### config.mk
export PLATFORM = sky130hd
export DESIGN_NAME = register_sipo_rx_flat
export DESIGN_NICKNAME = d
export VERILOG_FILES = /design/src/rtl/register_sipo_rx_pkg.sv /design/src/rtl/register_sipo_rx_if.sv /design/src/rtl/register_sipo_core.sv /design/src/rtl/register_sipo_rx.sv /design/src/flat_wrapper.sv
export SDC_FILE = /design/constraint.sdc
export NUM_CORES = 1
export LEC_CHECK = 0
export BUFFER_PORTS_ARGS = -buffer_cell sky130_fd_sc_hd__buf_2
export CAP_MARGIN = 20
export CORE_AREA = 2 2 39 41
export CTS_BUF_LIST = sky130_fd_sc_hd__clkbuf_4
export CTS_CLUSTER_DIAMETER = 150
export DETAILED_ROUTE_END_ITERATION = 10
export DIE_AREA = 0 0 41 43
export PLACE_DENSITY = 0.66
export SYNTH_ARGS = -nofsm -noshare
export SYNTH_HDL_FRONTEND = slang
export SYNTH_SLANG_ARGS = --single-unit
### constraint.sdc
create_clock -name clk -period 1.46 [get_ports clk]
set_clock_uncertainty 0.15 [all_clocks]
set_input_delay 0.146 -clock clk [delete_from_list [all_inputs] [get_ports clk]]
set_output_delay 0.146 -clock clk [all_outputs]
set_load 0.1 [all_outputs]
### src/rtl/register_sipo_rx_pkg.sv
// Shared types and helpers for the serial-in, parallel-out receiver.
// Build option RX_PARITY_EN appends one even-parity bit to every frame.
package register_pkg;

    typedef enum logic [0:0] {
        IDLE  = 1'b0,
        SHIFT = 1'b1
    } state_t;

`ifdef RX_PARITY_EN
    localparam int PARITY_BITS = 1;
`else
    localparam int PARITY_BITS = 0;
`endif

    function automatic int clog2(input int value);
        int result;
        result = 1;
        for (int i = 1; i < 31; i++) begin
            if ((32'sd1 <<< i) < value) begin
                result = i + 1;
            end
        end
        return result;
    endfunction

    // Serial slots per word: data bits plus the optional parity slot.
    function automatic int frame_len(input int width);
        return width + PARITY_BITS;
    endfunction

    function automatic logic parity_of(input logic [31:0] bits);
        return ^bits;
    endfunction

endpackage

### src/rtl/register_sipo_rx_if.sv
// Serial input and parallel valid/ready output bundle of the receiver.
// master = receiver side, slave = link driver plus consumer.
interface register_sipo_rx_if #(
    parameter int WIDTH = 4
);
    logic             s_in;
    logic             s_valid;
    logic             s_sync;
    logic [WIDTH-1:0] pd_out;
    logic             pd_valid;
    logic             pd_ready;
    logic             busy;
    logic             overrun;
    logic             ovr_clr;
    logic             par_err;

    modport master (
        input  s_in, s_valid, s_sync, pd_ready, ovr_clr,
        output pd_out, pd_valid, busy, overrun, par_err
    );

    modport slave (
        output s_in, s_valid, s_sync, pd_ready, ovr_clr,
        input  pd_out, pd_valid, busy, overrun, par_err
    );
endinterface

### src/rtl/register_sipo_core.sv
// Shift register, bit counter and sync/restart control of the receiver.
// Flags word_done for one cycle with the full frame (first bit in word[0]).
module register_sipo_core
    import register_pkg::*;
#(
    parameter int FRAME = 4
) (
    input  logic             clk,
    input  logic             reset,
    input  logic             s_in,
    input  logic             s_valid,
    input  logic             s_sync,
    output logic             word_done,
    output logic [FRAME-1:0] word,
    output logic             busy
);
    localparam int CW = clog2(FRAME);
    localparam logic [CW-1:0] LAST_IDX = CW'(FRAME - 1);

    state_t          state_r;
    state_t          state_nx_s;
    logic [FRAME-1:0] sh_r;
    logic [CW-1:0]   cnt_r;
    logic            restart_s;
    logic            done_s;

    // A sync bit mid-word discards the partial word; it never completes one.
    assign restart_s = s_valid & s_sync & (state_r == SHIFT);
    assign done_s    = s_valid & ~restart_s & (cnt_r == LAST_IDX);
    assign word      = {s_in, sh_r[FRAME-1:1]};
    assign word_done = done_s;

    // State register
    always_ff @(posedge clk or posedge reset) begin
        if (reset) begin
            state_r <= IDLE;
        end else begin
            state_r <= state_nx_s;
        end
    end

    // Next-state decode
    always_comb begin
        state_nx_s = state_r;
        case (state_r)
            IDLE: begin
                if (s_valid) begin
                    state_nx_s = SHIFT;
                end else begin
                    state_nx_s = IDLE;
                end
            end
            SHIFT: begin
                if (done_s) begin
                    state_nx_s = IDLE;
                end else begin
                    state_nx_s = SHIFT;
                end
            end
            default: state_nx_s = IDLE;
        endcase
    end

    // Output decode
    always_comb begin
        busy = 1'b0;
        case (state_r)
            SHIFT:   busy = 1'b1;
            IDLE:    busy = 1'b0;
            default: busy = 1'b0;
        endcase
    end

    // Shift register and bit counter
    always_ff @(posedge clk or posedge reset) begin
        if (reset) begin
            sh_r  <= '0;
            cnt_r <= '0;
        end else if (s_valid) begin
            sh_r <= {s_in, sh_r[FRAME-1:1]};
            if (restart_s) begin
                cnt_r <= CW'(1);
            end else if (done_s) begin
                cnt_r <= '0;
            end else begin
                cnt_r <= cnt_r + CW'(1);
            end
        end
    end

endmodule

### src/rtl/register_sipo_rx.sv
// Serial-to-parallel receiver: one-word holding register, valid/ready output,
// sticky overrun. Define RX_PARITY_EN for a trailing even-parity bit per word.
module register_sipo_rx
    import register_pkg::*;
#(
    parameter int WIDTH = 4
) (
    input  logic                clk,
    input  logic                reset,
    register_sipo_rx_if.master  bus
);
    localparam int FRAME = frame_len(WIDTH);

    logic             word_done_s;
    logic [FRAME-1:0] word_s;
    logic             busy_s;
    logic             par_s;
    logic             load_s;
    logic             drop_s;
    logic [WIDTH-1:0] pd_r;
    logic             valid_r;
    logic             ovr_r;
    logic             perr_r;

    register_sipo_core #(.FRAME(FRAME)) u_core (
        .clk       (clk),
        .reset     (reset),
        .s_in      (bus.s_in),
        .s_valid   (bus.s_valid),
        .s_sync    (bus.s_sync),
        .word_done (word_done_s),
        .word      (word_s),
        .busy      (busy_s)
    );

`ifdef RX_PARITY_EN
    assign par_s = parity_of(32'(word_s));
`else
    assign par_s = 1'b0;
`endif

    // The holding slot is free if empty or being consumed on this same edge.
    assign load_s = word_done_s & (~valid_r | bus.pd_ready);
    assign drop_s = word_done_s & valid_r & ~bus.pd_ready;

    // Holding register, handshake and overrun flag
    always_ff @(posedge clk or posedge reset) begin
        if (reset) begin
            pd_r    <= '0;
            valid_r <= 1'b0;
            perr_r  <= 1'b0;
            ovr_r   <= 1'b0;
        end else begin
            if (load_s) begin
                pd_r    <= word_s[WIDTH-1:0];
                perr_r  <= par_s;
                valid_r <= 1'b1;
            end else if (valid_r & bus.pd_ready) begin
                valid_r <= 1'b0;
            end
            if (drop_s) begin
                ovr_r <= 1'b1;
            end else if (bus.ovr_clr) begin
                ovr_r <= 1'b0;
            end
        end
    end

    assign bus.pd_out   = pd_r;
    assign bus.pd_valid = valid_r;
    assign bus.par_err  = perr_r;
    assign bus.overrun  = ovr_r;
    assign bus.busy     = busy_s;

endmodule

### src/flat_wrapper.sv
// flat-port wrapper written by rule: the top's interface ports become plain ports
module register_sipo_rx_flat import register_pkg::*;
#(
    parameter int WIDTH = 4
)
  (clk, reset, bus_s_in, bus_s_valid, bus_s_sync, bus_pd_ready, bus_ovr_clr, bus_pd_out, bus_pd_valid, bus_busy, bus_overrun, bus_par_err);
  register_sipo_rx_if #(.WIDTH(WIDTH)) bus_i ();
  input  logic clk;
  input  logic reset;
  input wire logic [$bits(bus_i.s_in)-1:0] bus_s_in;
  input wire logic [$bits(bus_i.s_valid)-1:0] bus_s_valid;
  input wire logic [$bits(bus_i.s_sync)-1:0] bus_s_sync;
  input wire logic [$bits(bus_i.pd_ready)-1:0] bus_pd_ready;
  input wire logic [$bits(bus_i.ovr_clr)-1:0] bus_ovr_clr;
  output wire logic [$bits(bus_i.pd_out)-1:0] bus_pd_out;
  output wire logic [$bits(bus_i.pd_valid)-1:0] bus_pd_valid;
  output wire logic [$bits(bus_i.busy)-1:0] bus_busy;
  output wire logic [$bits(bus_i.overrun)-1:0] bus_overrun;
  output wire logic [$bits(bus_i.par_err)-1:0] bus_par_err;
  assign bus_i.s_in = bus_s_in;
  assign bus_i.s_valid = bus_s_valid;
  assign bus_i.s_sync = bus_s_sync;
  assign bus_i.pd_ready = bus_pd_ready;
  assign bus_i.ovr_clr = bus_ovr_clr;
  assign bus_pd_out = bus_i.pd_out;
  assign bus_pd_valid = bus_i.pd_valid;
  assign bus_busy = bus_i.busy;
  assign bus_overrun = bus_i.overrun;
  assign bus_par_err = bus_i.par_err;
  register_sipo_rx #(.WIDTH(WIDTH)) u_core (.clk(clk), .reset(reset), .bus(bus_i));
endmodule
==> flow_metrics.py, run 1 <==
metrics = {
    "status": {
        "status": "finished, final reports clean",
    },
    "logic_synthesis": {
        "yosysWarnings": 0,
        "synth_nets": 45,
        "synth_largest_area_cell": "dfrtp_1",
        "syn_avg_cell_area_um2": 14.0,
        "async_flop_share_pct": 100,
        "yosys-top-cells-area": "dfrtp_1 (58%), mux2_4 (12%), mux2_2 (8.7%), buf_4 (2.9%), nand2b_4 (2.7%)",
        "ys_types": 16,
        "ys_top_cells_by_count": "dfrtp_1 (12), mux2_2 (4), mux2_4 (4), inv_1 (3)",
        "synthCells": 37,
        "synth_top_area_share_pct": 57.8,
        "synthFlopType": "dfrtp_1",
        "yosysSeqAreaShare_pct": 57.8,
        "synth_area_um2": 519,
        "synth_seq_cells": 12,
        "yosysMostFrequentCell": "dfrtp_1",
        "synth_edf_count": 0,
    },
    "placement": {
        "placed_area_um2": 617,
        "hpwlAfterDp_um": 588,
        "dp.cells": 64,
        "dp_slack_ns": 0.0452,
        "io_buffers": 13,
        "routabilityCongestion": 0.629,
    },
    "power": {
        "p_per_area_mw_per_mm2": 2150,
        "ir_worst_vdd_uv": 1230,
        "p_leak_nw": 0.324,
    },
    "worst_setup_path": {
        "cp_cell_sequence": "buf_2",
        "worstPathArrival_ns": 1.12,
        "cp_slowest_stage_delay_ns": 0.43,
        "crit_buf_inv": 1,
        "endpoint_kind": "primary output",
        "cp-startpoint": "u_core.bus.pd_valid",
        "crit_fanout": 2,
        "cp.required_ns": 1.16,
        "cpMaxStageDelayCell": "buf_2",
        "rr_startpoint": "u_core.u_core.state_r",
        "critPathKind": "flip-flop to primary output",
        "crit_family": "buffers and inverters",
        "worstSetupStartpointType": "flip-flop",
    },
    "floorplanning": {
        "fp.dieH_um": 43,
        "rows": 14,
        "die_area_mm2": 0.00176,
        "io_pins": 15,
        "core_area_mm2": 0.00138,
        "die_w_um": 41,
        "start_util_pct": 37.5,
    },
    "global_routing": {
        "antenna_found_initial": 0,
        "grt_max_degree": 13,
        "grt_pass1_vias": 299,
        "grt_overflow_total": 0,
        "grt_pass1_wl_um": 1260,
        "grtUsageTotal_pct": 11.0,
    },
    "sta": {
        "fmaxAchievable_mhz": 707,
        "rsz0062_at_grt": "no",
        "period_minus_slack_ns": 1.41,
        "finalSetupViolCount": 0,
        "hold_ws_ns": 0.0102,
        "report.final.slew_viol_count": 0,
        "final_hold_viol_count": 0,
        "fin_crit_sh_pct": 96.9,
        "worst_slack_ns": 0.0458,
    },
    "cts": {
        "clockRootBuffer": "clkbuf_4",
        "cts-resized-gates": 0,
        "clk_path_buf_depth": 2,
        "cts.sinks": 12,
        "cts_tree": "done",
        "clk_latency_ns": 0.27,
        "htreeDepth": 1,
        "clk_pin_slew_ns": 0.07,
        "numCtsBuffers": 3,
    },
    "drt": {
        "drt_first_pass_iters": 2,
        "vias": 318,
        "drtIter0Drc": 2,
        "drc": 0,
        "wl_per_cell_um": 10.8,
        "ant_nets": 0,
        "viasPerCell": 4.48,
        "wl_um": 764,
    },
    "layout": {
        "utilization_pct": 48.6,
        "final_area_um2": 673,
        "fin_nets": 64,
        "drive_above_1_share_pct": 52.7,
        "instances_no_fill": 71,
        "diodes": 0,
        "areaGrowthSynthToFinish_pct": 29.6,
    },
    "worst_hold_path": {
        "min_from": "bus_pd_ready",
        "holdCritPathClass": "primary input to flip-flop",
    },
    "job": {
        "drv_cap": 0,
    },
}
==> cells in the final DEF (no fill, tap or decap) <==
cell type	instances
buf_2	12
dfrtp_1	10
mux2_2	4
mux2_4	4
inv_1	3
clkbuf_4	3
dlygate4sd3_1	3
nand3_1	2
dfrtp_4	2
nand2_4	1
o21ai_0	1
nand2b_4	1
o22ai_1	1
and4_4	1
o211ai_1	1
o21a_1	1
nand2_1	1
ha_1	1
conb_1	1
clkinv_1	1
buf_12	1
==> logic make-up after synthesis <==
family	synth area share, %
other	0.722
buffers and inverters	5.06
AO/OA/AOI/OAI	5.06
adder cells (fa/ha/maj)	2.41
flip-flops	57.8
AND/OR/NAND/NOR	8.67
multiplexers	20.2
==> state kept, by name, indices dropped and copies added, names as in the netlist <==
signal / flops
u_core.bus.overrun: 1
u_core.bus.pd_out: 4
u_core.bus.pd_valid: 1
u_core.u_core.cnt_r: 2
u_core.u_core.sh_r: 3
u_core.u_core.state_r: 1
==> area by class of cell <==
| cell class | instances | area, um2 |
|---|---|---|
| well taps | 16 | 20.0 |
| multi-input cells | 20 | 198 |
| repair buffers | 16 | 110 |
| fillers | 134 | 711 |
| flip-flops and latches | 12 | 308 |
| clock buffers | 3 | 22.5 |
| clock inverters | 1 | 3.75 |
| inverters | 3 | 11.3 |
==> path summary, 6_finish.rpt <==
| check | to | slack (ns) | cells past startpoint |
|---|---|---|---|
| max | bus_pd_valid | 0.05 | 1 |
| min | u_core.bus.pd_valid | 0.01 | 3 |
| max reg2reg | u_core.bus.pd_out[2] | 0.05 | 3 |
| min reg2reg | u_core.bus.pd_out[0] | 0.35 | 1 |
| max in group asynchronous | u_core.u_core.state_r | 0.55 | 3 |
| min in group asynchronous | u_core.bus.pd_valid | 0.26 | 3 |
==> per-stage QoR <==
step           TNS [ns]  total power, W
2_1_floorplan    -0.381         0.00114
3_3_place_gp          0         0.00125
3_5_place_dp          0         0.00126
4_1_cts               0         0.00146
5_1_grt               0         0.00151
6_report              0         0.00145
==> report_power, final <==
group,internal (W),switching [W],total (W)
Combinational,0.000187,0.000576,0.000763
Clock,0.0000987,0.0000986,0.000197
Sequential,0.000430,0.0000583,0.000488
Total,0.000715,0.000733,0.00145
==> layer usage <==
layer,part of all wire (%),GRT usage [%],up-vias
met2,46,13.8,10
li1,-,-,160
met5,0,0,-
met3,6.9,7.85,0
met1,47,15.5,148
met4,0,2.00,0
==> what timing repair did <==
action,in CTS,in global routing
endpoints found under the hold margin,15,0
buffers inserted,0,0
hold buffers,3,0
==> worst register-to-register path, stage by stage (launching register included) <==
cell and delay (ns):
dfrtp_4 0.51, nand2_4 0.08, and4_4 0.27, mux2_4 0.30
Note: power is estimated with default switching activity, not from simulation.
==> run 2: changes to the inputs <==
Settings changed: PLACE_DENSITY 0.66 to 0.69, SYNTH_HIERARCHICAL from default to 1.
Clock period 1.46 ns to 1.4 ns, I/O delays scaled along.
==> flow_metrics.py, run 2 <==
metrics = {
    "worst_setup_path": {
        "worstPathArrival_ns": 1.40,
        "cp_cell_sequence": "ha_2 > nand2_2 > a21oi_4 > nand2_4 > mux2_4",
        "cp_slowest_stage_delay_ns": 0.36,
        "cp.required_ns": 1.40,
        "endpoint_kind": "flip-flop",
        "cpMaxStageDelayCell": "dfrtp_1",
        "critPathKind": "flip-flop to flip-flop",
        "crit_fanout": 4,
        "worstSetupStartpointType": "flip-flop",
    },
    "floorplanning": {
        "core_area_mm2": 0.00138,
        "start_util_pct": 40.7,
        "die_w_um": 41,
        "rows": 14,
        "fp.dieH_um": 43,
        "io_pins": 15,
        "die_area_mm2": 0.00176,
    },
    "sta": {
        "worst_slack_ns": -0.00129,
        "finalSetupTns_ns": -0.00129,
        "report.final.slew_viol_count": 0,
        "rsz0062_at_grt": "yes",
        "final_hold_viol_count": 0,
        "fmaxAchievable_mhz": 714,
        "fin_crit_sh_pct": 100,
        "period_minus_slack_ns": 1.40,
        "finalSetupViolCount": 1,
    },
    "cts": {
        "cts_tree": "done",
        "numCtsBuffers": 3,
        "cts.sinks": 12,
        "clk_path_buf_depth": 2,
        "clockRootBuffer": "clkbuf_4",
        "clk_latency_ns": 0.27,
        "clk_pin_slew_ns": 0.08,
        "htreeDepth": 1,
    },
    "placement": {
        "hpwlAfterDp_um": 752,
        "io_buffers": 13,
        "dp_slack_ns": -0.00624,
        "routabilityCongestion": 0.678,
    },
    "layout": {
        "drive_above_1_share_pct": 58.7,
        "mostFrequentLayoutCells": "buf_2 (10), dfrtp_1 (10), mux2_4 (8)",
        "areaGrowthSynthToFinish_pct": 38.0,
        "n_fill_cell": 113,
        "largest_register_ff_count": 4,
        "fin_nets": 72,
        "diodes": 0,
    },
    "drt": {
        "vias": 367,
        "viasPerCell": 4.65,
        "drc": 0,
        "ant_nets": 0,
        "wl_per_cell_um": 12.3,
        "drt_first_pass_iters": 4,
        "drtIter0Drc": 7,
        "wl_um": 971,
    },
    "logic_synthesis": {
        "synth_seq_cells": 12,
        "yosysSeqAreaShare_pct": 53.3,
        "synth_area_um2": 563,
        "yosysMostFrequentCell": "dfrtp_1",
        "synth_nets": 49,
        "synth_top_area_share_pct": 53.3,
        "ys_top_cells_by_count": "dfrtp_1 (12), mux2_4 (8), inv_1 (4)",
        "synthCells": 41,
        "syn_avg_cell_area_um2": 13.7,
        "synth_edf_count": 0,
        "yosysWarnings": 6,
        "synthFlopType": "dfrtp_1",
        "async_flop_share_pct": 100,
        "synth_largest_area_cell": "dfrtp_1",
        "ys_types": 17,
        "yosys-top-cells-area": "dfrtp_1 (53%), mux2_4 (21%), buf_4 (2.7%), inv_1 (2.7%), nand2b_4 (2.4%)",
    },
    "status": {
        "failed_checks": "negative setup slack",
        "status": "complete, but fails checks",
    },
    "power": {
        "p_leak_nw": 0.390,
        "ir_worst_vdd_uv": 939,
        "p_per_area_mw_per_mm2": 2280,
    },
    "global_routing": {
        "grt_overflow_total": 0,
        "grt_max_degree": 9,
        "antenna_found_initial": 0,
        "grt_pass1_vias": 357,
        "grtUsageTotal_pct": 14.9,
        "grt_pass1_wl_um": 1590,
    },
    "job": {
        "drv_cap": 0,
    },
    "worst_hold_path": {
        "holdCritPathClass": "primary input to flip-flop",
    },
}
## run 2: final timing paths
| check | start | end | slack, ns | cells after the start |
|---|---|---|---|---|
| hold / removal | bus_pd_ready | u_core/bus.pd_valid | 0.009 | 3 |
| max in group asynchronous | reset | u_core/u_core/state_r | 0.69 | 3 |
| hold reg to reg | u_core/bus.pd_out[2] | u_core/bus.pd_out[2] | 0.36 | 1 |
| min in group asynchronous | reset | u_core/bus.pd_out[1] | 0.18 | 3 |
| setup reg to reg | u_core/u_core/cnt_r[0] | u_core/bus.pd_out[2] | -0.001 | 5 |
| setup / recovery | u_core/u_core/cnt_r[0] | u_core/bus.pd_out[2] | -0.001 | 5 |
## run 2: cell type report
type	count	area, um2	share of cell area (%)
clock buffers	4	30.0	3.86
well taps	16	20.0	2.58
repair buffers	21	169	21.7
inverters	4	15.0	1.93
flip-flops and latches	12	305	39.3
multi-input cells	22	238	30.6
## run 2: repair_timing
item,in CTS,in global routing
pin swaps,3,0
endpoints found under the hold margin,15,0
setup buffers,1,0
gates resized for setup,3,1
hold buffers,3,0
setup endpoints to repair,5,5
## run 2: kinds of logic (layout without fill, tap and decap cells)
| logic type | Yosys count | after routing | synth area share (%) |
|---|---|---|---|
| mux | 8 | 8 | 21.3 |
| compound gates | 6 | 6 | 7.11 |
| fa+ha+maj | 1 | 1 | 2.22 |
| other cells | 1 | 1 | 0.666 |
| flops | 12 | 12 | 53.3 |
| buf+inv | 7 | 29 | 7.33 |
| simple gates | 6 | 6 | 8.00 |
## run 2: metal layers
layer  vias to the layer above  GRT usage [%]  part of all wire, %
met1                       173           17.2                   46
met3                         2           3.14                  5.4
met5                         -              0                    0
met2                        12           20.3                   46
met4                         0           16.0                  2.4
li1                        180              -                    -
## run 2: report_power, final
part | switching [W] | total [W] | internal [W]
clock network | 0.000114 | 0.000243 | 0.000130
logic | 0.000681 | 0.000999 | 0.000318
registers | 0.0000710 | 0.000528 | 0.000457
total | 0.000865 | 0.00177 | 0.000904
## run 2: metrics by stage
stage          hold WS, ns  total power, W  utilization, %  area, um2  instances
2_1_floorplan       -0.219         0.00130               -        579         41
3_3_place_gp       -0.0833         0.00149            50.5        698         71
3_5_place_dp       -0.0814         0.00151            50.5        698         71
4_1_cts            0.00300         0.00178            56.0        774         79
5_1_grt             0.0211         0.00185            56.1        777         79
6_report           0.00872         0.00177            56.1        777         79
## run 2: critical path, delay by kind of cell, from the launching register on
family	cells	cell delay [ns]
fa+ha+maj	1	0.19
flops	1	0.36
compound gates	1	0.14
simple gates	2	0.15
mux	1	0.30
==> run 3: changes to the inputs <==
Settings changed: PLACE_DENSITY 0.69 to 0.66, SYNTH_HIERARCHICAL 1 to default.
==> flow_metrics.py, run 3 (synthesis results as in run 1) <==
metrics = {
    "drt": {
        "wl_um": 947,
        "ant_nets": 0,
        "drt_first_pass_iters": 4,
        "wl_per_cell_um": 12.3,
        "drtIter0Drc": 6,
        "vias": 360,
        "drc": 0,
        "viasPerCell": 4.68,
    },
    "floorplanning": {
        "die_w_um": 41,
        "io_pins": 15,
        "start_util_pct": 37.5,
        "fp.dieH_um": 43,
        "core_area_mm2": 0.00138,
        "rows": 14,
        "die_area_mm2": 0.00176,
    },
    "cts": {
        "clk_latency_ns": 0.27,
        "cts_tree": "done",
        "htreeDepth": 1,
        "clockRootBuffer": "clkbuf_4",
        "clk_pin_slew_ns": 0.07,
        "cts.sinks": 12,
        "clk_path_buf_depth": 2,
        "cts_setup_buffers": 0,
        "numCtsBuffers": 3,
        "cts-resized-gates": 0,
    },
    "worst_hold_path": {
        "whs_path_depth": 3,
        "holdCritPathClass": "primary input to flip-flop",
        "min_from": "bus_pd_ready",
        "holdPathEnd": "u_core.bus.pd_valid",
    },
    "sta": {
        "fmaxAchievable_mhz": 721,
        "fin_crit_sh_pct": 99.1,
        "rsz0062_at_grt": "yes",
        "report.final.slew_viol_count": 0,
        "finalSetupViolCount": 0,
        "period_minus_slack_ns": 1.39,
        "final_hold_viol_count": 0,
        "finalSetupTns_ns": 0,
    },
    "power": {
        "p_leak_nw": 0.356,
        "p_per_area_mw_per_mm2": 2160,
        "ir_worst_vdd_uv": 705,
        "finalPower_w": 0.00158,
    },
    "layout": {
        "drive_above_1_share_pct": 57.4,
        "largest_register_ff_count": 4,
        "fin_nets": 70,
        "layout_commonest_cell": "buf_2",
        "diodes": 0,
        "final_area_um2": 733,
        "areaGrowthSynthToFinish_pct": 41.2,
        "mostFrequentLayoutCells": "buf_2 (11), dfrtp_1 (10), buf_4 (6)",
    },
    "global_routing": {
        "grtUsageTotal_pct": 14.1,
        "grt_overflow_total": 0,
        "grt_pass1_wl_um": 1630,
        "grt_pass1_vias": 380,
        "grt_max_degree": 13,
        "antenna_found_initial": 0,
    },
    "worst_setup_path": {
        "endpoint_kind": "flip-flop",
        "crit_fanout": 4,
        "r2r_cells": 3,
        "critPathKind": "flip-flop to flip-flop",
        "rrSetupSlack_ns": 0.01,
        "worstPathArrival_ns": 1.39,
        "cp.required_ns": 1.40,
        "worstSetupStartpointType": "flip-flop",
        "rr_startpoint": "u_core.bus.pd_valid",
        "reg2reg_to": "u_core.bus.pd_out[1]",
        "cp-startpoint": "u_core.bus.pd_valid",
    },
    "placement": {
        "hpwlAfterDp_um": 702,
        "placed_area_um2": 677,
        "routabilityCongestion": 0.709,
        "io_buffers": 13,
    },
    "status": {
        "status": "finished, final reports clean",
    },
    "job": {
        "drv_cap": 0,
    },
}
[run 3: changes by cell type in the layout (fill, tap and decap cells not counted), moves of 2 or more]
cell	change
buf_4	+2
clkbuf_4	-2
mux2_2	+4
mux2_4	-4
nand3_1	+2
[run 3: what timing repair did]
action                     in CTS  in global routing
hold buffers                    3                  0
hold endpoints to repair       16                  0
setup endpoints to repair       0                  2
[run 3: final cells by class]
class,instances,area (um2)
Tap cell,16,20.0
Clock inverter,1,3.75
Clock buffer,3,22.5
Multi-Input combinational cell,20,198
Inverter,3,11.3
Fill cell,124,651
Timing Repair Buffer,22,170
Sequential cell,12,308
[run 3: worst max-delay path: stages, from the launching register on]
cell	delay, ns
dfrtp_4	0.49
nand2b_4	0.08
and4_4	0.25
mux2_4	0.30
[run 3: power by group]
part	switching [W]	total, W	internal (W)
clock network	0.000111	0.000214	0.000103
logic	0.000619	0.000861	0.000242
registers	0.0000593	0.000507	0.000448
[run 3: worst max-delay path by stage]
stage	end	slack, ns	cells after the start
floorplan	u_core.bus.pd_out[0]	-0.16	3
global placement	u_core.bus.pd_out[0]	0.03	3
detailed placement	u_core.bus.pd_out[1]	0.01	3
CTS	u_core.bus.pd_out[1]	0.007	3
global route	u_core.bus.pd_out[1]	-0.009	3
finish	u_core.bus.pd_out[1]	0.01	3
[run 3: per-layer routing]
metal	part of all wire (%)	routed length (um)	global-route usage (%)	vias up
met5	0	0	0	-
met4	0	0	8.00	0
met3	3.9	37	3.14	0
met2	51	484	19.7	7
met1	45	425	19.6	180
li1	-	-	-	173
[run 3: through the flow]
stage	hold WS (ns)	setup WS (ns)	utilization, %	instances
after floorplan	-0.145	-0.155	-	37
after global placement	0.0132	0.0252	48.9	70
after detailed placement	0.0144	0.0149	48.9	70
after CTS	-0.0120	0.00711	53.0	77
after global routing	0.00759	-0.00905	53.0	77
final	0.00189	0.0132	53.0	77
